==> config.mk <==
export PLATFORM = sky130hd
export DESIGN_NAME = pipe_reg_if_id_elastic
export DESIGN_NICKNAME = d
export VERILOG_FILES = /design/src/rtl/pipe_reg_if_id_elastic.sv
export SDC_FILE = /design/constraint.sdc
export NUM_CORES = 1
export LEC_CHECK = 0
export CAP_MARGIN = 20
export CORE_ASPECT_RATIO = 1.5
export CORE_MARGIN = 2
export CORE_UTILIZATION = 45
export CTS_BUF_LIST = sky130_fd_sc_hd__clkbuf_8
export DETAILED_ROUTE_END_ITERATION = 8
export PLACE_DENSITY = 0.74
export SLEW_MARGIN = 10
export SYNTH_ARGS = -nofsm -noshare
export SYNTH_HDL_FRONTEND = slang
export SYNTH_SLANG_ARGS = --single-unit
export TNS_END_PERCENT = 50
==> constraint.sdc <==
create_clock -name clk -period 3 [get_ports clk]
set_input_delay 0.45 -clock clk [delete_from_list [all_inputs] [get_ports clk]]
set_output_delay 0.45 -clock clk [all_outputs]
set_load 0.03 [all_outputs]
==> src/rtl/pipe_reg_if_id_elastic.sv <==
// Elastic IF/ID pipeline register: main reg M drives decode, skid reg S absorbs one
// entry under backpressure so in_ready can come straight from a flop.
module pipe_reg_if_id_elastic #(
  parameter int                 PC_W        = 32,
  parameter int                 INSTR_W     = 32,
  parameter logic [INSTR_W-1:0] NOP_INSTR   = '0,
  parameter int                 STALL_CNT_W = 16
) (
  input  logic                   clk,
  input  logic                   rst_n,
  input  logic                   flush,
  input  logic                   in_valid,
  output logic                   in_ready,
  input  logic [PC_W-1:0]        in_pc_plus4,
  input  logic [INSTR_W-1:0]     in_instr,
  output logic                   out_valid,
  input  logic                   out_ready,
  output logic [PC_W-1:0]        out_pc_plus4,
  output logic [INSTR_W-1:0]     out_instr,
  output logic [STALL_CNT_W-1:0] stall_cnt
);

  typedef struct packed {
    logic [PC_W-1:0]    pc;
    logic [INSTR_W-1:0] instr;
  } entry_t;

  localparam entry_t BUBBLE = '{pc: '0, instr: NOP_INSTR};

  entry_t                 m_q, s_q, in_e;
  logic                   m_valid, s_valid;
  logic                   acc, drn;
  logic [STALL_CNT_W-1:0] stall_q;

  assign in_e = '{pc: in_pc_plus4, instr: in_instr};

  // Ready depends only on the skid flop, never on out_ready.
  assign in_ready = !s_valid;
  assign acc      = in_valid && in_ready;
  assign drn      = m_valid && out_ready;

  always_ff @(posedge clk or negedge rst_n) begin
    if (!rst_n) begin
      m_valid <= 1'b0;
      s_valid <= 1'b0;
      m_q     <= BUBBLE;
      s_q     <= BUBBLE;
    end else if (flush) begin
      m_valid <= 1'b0;
      s_valid <= 1'b0;
      m_q     <= BUBBLE;
    end else if (!m_valid || drn) begin
      // acc implies S empty, so S and input never both need M here.
      if (s_valid) begin
        m_q     <= s_q;
        m_valid <= 1'b1;
        s_valid <= 1'b0;
      end else if (acc) begin
        m_q     <= in_e;
        m_valid <= 1'b1;
      end else begin
        m_q     <= BUBBLE;
        m_valid <= 1'b0;
      end
    end else if (acc) begin
      s_q     <= in_e;
      s_valid <= 1'b1;
    end
  end

  always_ff @(posedge clk or negedge rst_n) begin
    if (!rst_n)
      stall_q <= '0;
    else if (m_valid && !out_ready && !flush && !(&stall_q))
      stall_q <= stall_q + {{(STALL_CNT_W-1){1'b0}}, 1'b1};
  end

  assign out_valid    = m_valid;
  assign out_pc_plus4 = m_q.pc;
  assign out_instr    = m_q.instr;
  assign stall_cnt    = stall_q;

endmodule

==> impl_metrics.yaml <==
sta:
  relSlewSlack: 0.479
  final-hold-violation-count: 0
  setup_viol: 0
  max_freq_ghz: 0.408
  post-route-period-util: 0.818
  layout_min_cycle_time_ns: 2.45
  worstMarginPinSlew_ns: 0.781
  slew_violations: 0
  layout_setup_ws_ns: 0.547
  rsz0062_at_grt: "false"
  tns_ns: 0
  clock_skew_ns: 0.0104
cts:
  cts_sinks: 146
  insertion_delay_ns: 0.43
  cts_tree: "yes"
  clk_pin_slew_ns: 0.08
  cts_hold_buffers: 0
  cts_resized: 0
  cts-root-buf: "clkbuf_8"
  h-tree-depth: 4
  numCtsBuffers: 17
  postCtsSetupBuffers: 0
  clk_path_buf_depth: 2
worst_setup_path:
  path_max_fanout: 34
  cp-end-kind: "output port"
  crit_required_ns: 2.55
  critical_path_class: "reg -> out"
  critical_path.startpoint_type: "flop"
  cp_data_arrival_time_ns: 2.00
synthesis:
  synthCells: 501
  yosys-top-cells-area: "dfrtp_1 61%, mux2_2 12%, a22oi_1 8.0%"
  synth_largest_area_cell: "dfrtp_1"
  synth_top_area_frac: 0.607
  synth_top_flop_cell: "dfrtp_1"
  synth_nets: 571
  synth_warnings: 0
  synth.most_common_cell: "dfrtp_1"
  synth_area_um2: 6020
  synthArstFlopShare: 1.00
  ys_top_cells_by_count: "146 x dfrtp_1, 68 x nand2_1, 65 x mux2_2, 65 x o21ai_0, 64 x a22oi_1"
  ys_ff_latch: 146
  syn_avg_cell_area_um2: 12.0
  synth_cell_types: 33
  ys_seq_area_frac: 0.607
  synth_edf_count: 0
cells_and_area:
  finalNetCount: 712
  drive_above_1_share: 0.170
  fill_cells: 1066
  area_delta_synth_final_pct: 33.9
  insertedDiodeCount: 0
global_route:
  grt_pass1_wl_um: 24500
  grt.total_usage: 0.214
  grt_pass1_vias: 4823
  grt_start_max_net_pins: 84
  gr-total-overflow: 0
  grt_antenna_before_repair: 0
power_and_ir_drop:
  powerDensity_nw_per_um2: 586
  power.leakage_nw: 3.40
  ir_worst_vdd_v: 0.000301
route:
  drt_iter0_drc: 201
  viasPerCell: 5.67
  via_count: 4602
  dr.pass1.iters: 6
  routed_wl_um: 14800
  ant_nets: 0
  wl_per_cell_um: 18.3
  route.detailed.drc: 0
place:
  pre_cts_slack_ns: 0.613
  dp_hpwl_um: 9660
  gp_congestion: 0.827
  io_buffers: 150
status:
  outcome: "finished clean"
floorplanning:
  die_h_um: 146
  rows: 51
  start_util: 0.462
  die-area_um2: 14300
  core_area_um2: 13000
  io_pins: 151
  dieWidth_um: 98.4
job:
  drv_cap: 0
worst_hold_path:
  hp-class: "in -> async"
[metrics by stage]
stage               instance area [um^2]  hold slack [ns]  cells  utilization  total power, mW
CTS                                 8030           0.0691    811        0.617             4.76
global placement                    7670            0.461    781        0.589             3.29
detailed placement                  7670            0.469    781        0.589             3.34
floorplan                           6020            0.154    501            -             2.93
global route                        8060           0.0866    812        0.619             4.95
finish                              8060           0.0287    812        0.619             4.72
[worst paths after layout]
| check | start | end | slack, ns | depth (start not counted) |
|---|---|---|---|---|
| setup / recovery | s_valid$_DFFE_PN0P_ | in_ready | 0.55 | 2 |
| max in group asynchronous | rst_n | s_q[27]$_DFFE_PN0P_ | 2.14 | 2 |
| setup reg to reg | s_valid$_DFFE_PN0P_ | out_pc_plus4[10]$_DFFE_PN0N_ | 0.99 | 4 |
| hold / removal | rst_n | stall_cnt[13]$_DFFE_PN0P_ | 0.03 | 1 |
| min in group clk | out_pc_plus4[29]$_DFFE_PN0N_ | out_pc_plus4[29]$_DFFE_PN0N_ | 0.48 | 2 |
| hold reg to reg | out_pc_plus4[29]$_DFFE_PN0N_ | out_pc_plus4[29]$_DFFE_PN0N_ | 0.48 | 2 |
[cells by family after synthesis]
kind of cell / after synthesis / share of synthesized area
xor+xnor: 8 / 0.0116
mux: 68 / 0.127
buf+inv: 39 / 0.0256
compound gates: 140 / 0.149
fa+ha+maj: 1 / 0.00208
simple gates: 99 / 0.0778
flops: 146 / 0.607
[power breakdown]
group | switching (mW) | leakage, nW | internal (mW) | total (mW)
Combinational | 0.404 | 1.34 | 0.442 | 0.846
Clock | 0.709 | 0.180 | 0.705 | 1.41
Sequential | 0.191 | 1.88 | 2.27 | 2.46
[layout make-up]
| type | count | area [um^2] | share of cell area |
|---|---|---|---|
| Timing Repair Buffer | 158 | 1610 | 0.200 |
| Clock inverter | 10 | 87.6 | 0.0109 |
| Tap cell | 159 | 199 | 0.0247 |
| Clock buffer | 20 | 275 | 0.0342 |
| Multi-Input combinational cell | 316 | 2220 | 0.276 |
| Inverter | 3 | 11.3 | 0.00140 |
| Sequential cell | 146 | 3650 | 0.454 |
[per-layer routing]
| layer | GRT usage | routed length [um] |
|---|---|---|
| met2 | 0.373 | 7930 |
| met5 | 0 | 0 |
| met3 | 0.0461 | 592 |
| met4 | 0.0740 | 333 |
| met1 | 0.260 | 5990 |
[placed cells by master (no fill, tap or decap), types with 2 or more instances in the layout]
| master | Yosys | final |
|---|---|---|
| mux2_2 | 65 | 65 |
| o21ai_0 | 65 | 65 |
| and2_1 | 2 | 2 |
| clkinv_2 | 0 | 3 |
| a31oi_1 | 2 | 2 |
| xnor2_1 | 7 | 7 |
| buf_12 | 0 | 2 |
| and3_1 | 2 | 2 |
| mux2i_1 | 3 | 3 |
| a22oi_1 | 64 | 64 |
| buf_4 | 0 | 5 |
| nand4_1 | 4 | 4 |
| inv_1 | 3 | 4 |
| nand2_1 | 68 | 67 |
| nor2_1 | 6 | 6 |
| dfrtp_1 | 146 | 145 |
| clkbuf_8 | 0 | 20 |
| clkinvlp_4 | 0 | 4 |
| a21oi_1 | 4 | 4 |
| clkdlybuf4s50_1 | 0 | 149 |
| and4_1 | 5 | 5 |
| nand3_1 | 5 | 5 |
[sequential cells by signal, indices dropped and copies added (netlist names)]
register,count
s_q,64
out_instr,32
out_pc_plus4,32
stall_cnt,16
out_valid,1
s_valid,1
[critical path: stages, from the launching register on]
cell,delay [ns]
dfrtp_2,0.83
inv_1,0.10
clkdlybuf4s50_1,0.62
Note: power is estimated with default switching activity, not from simulation.
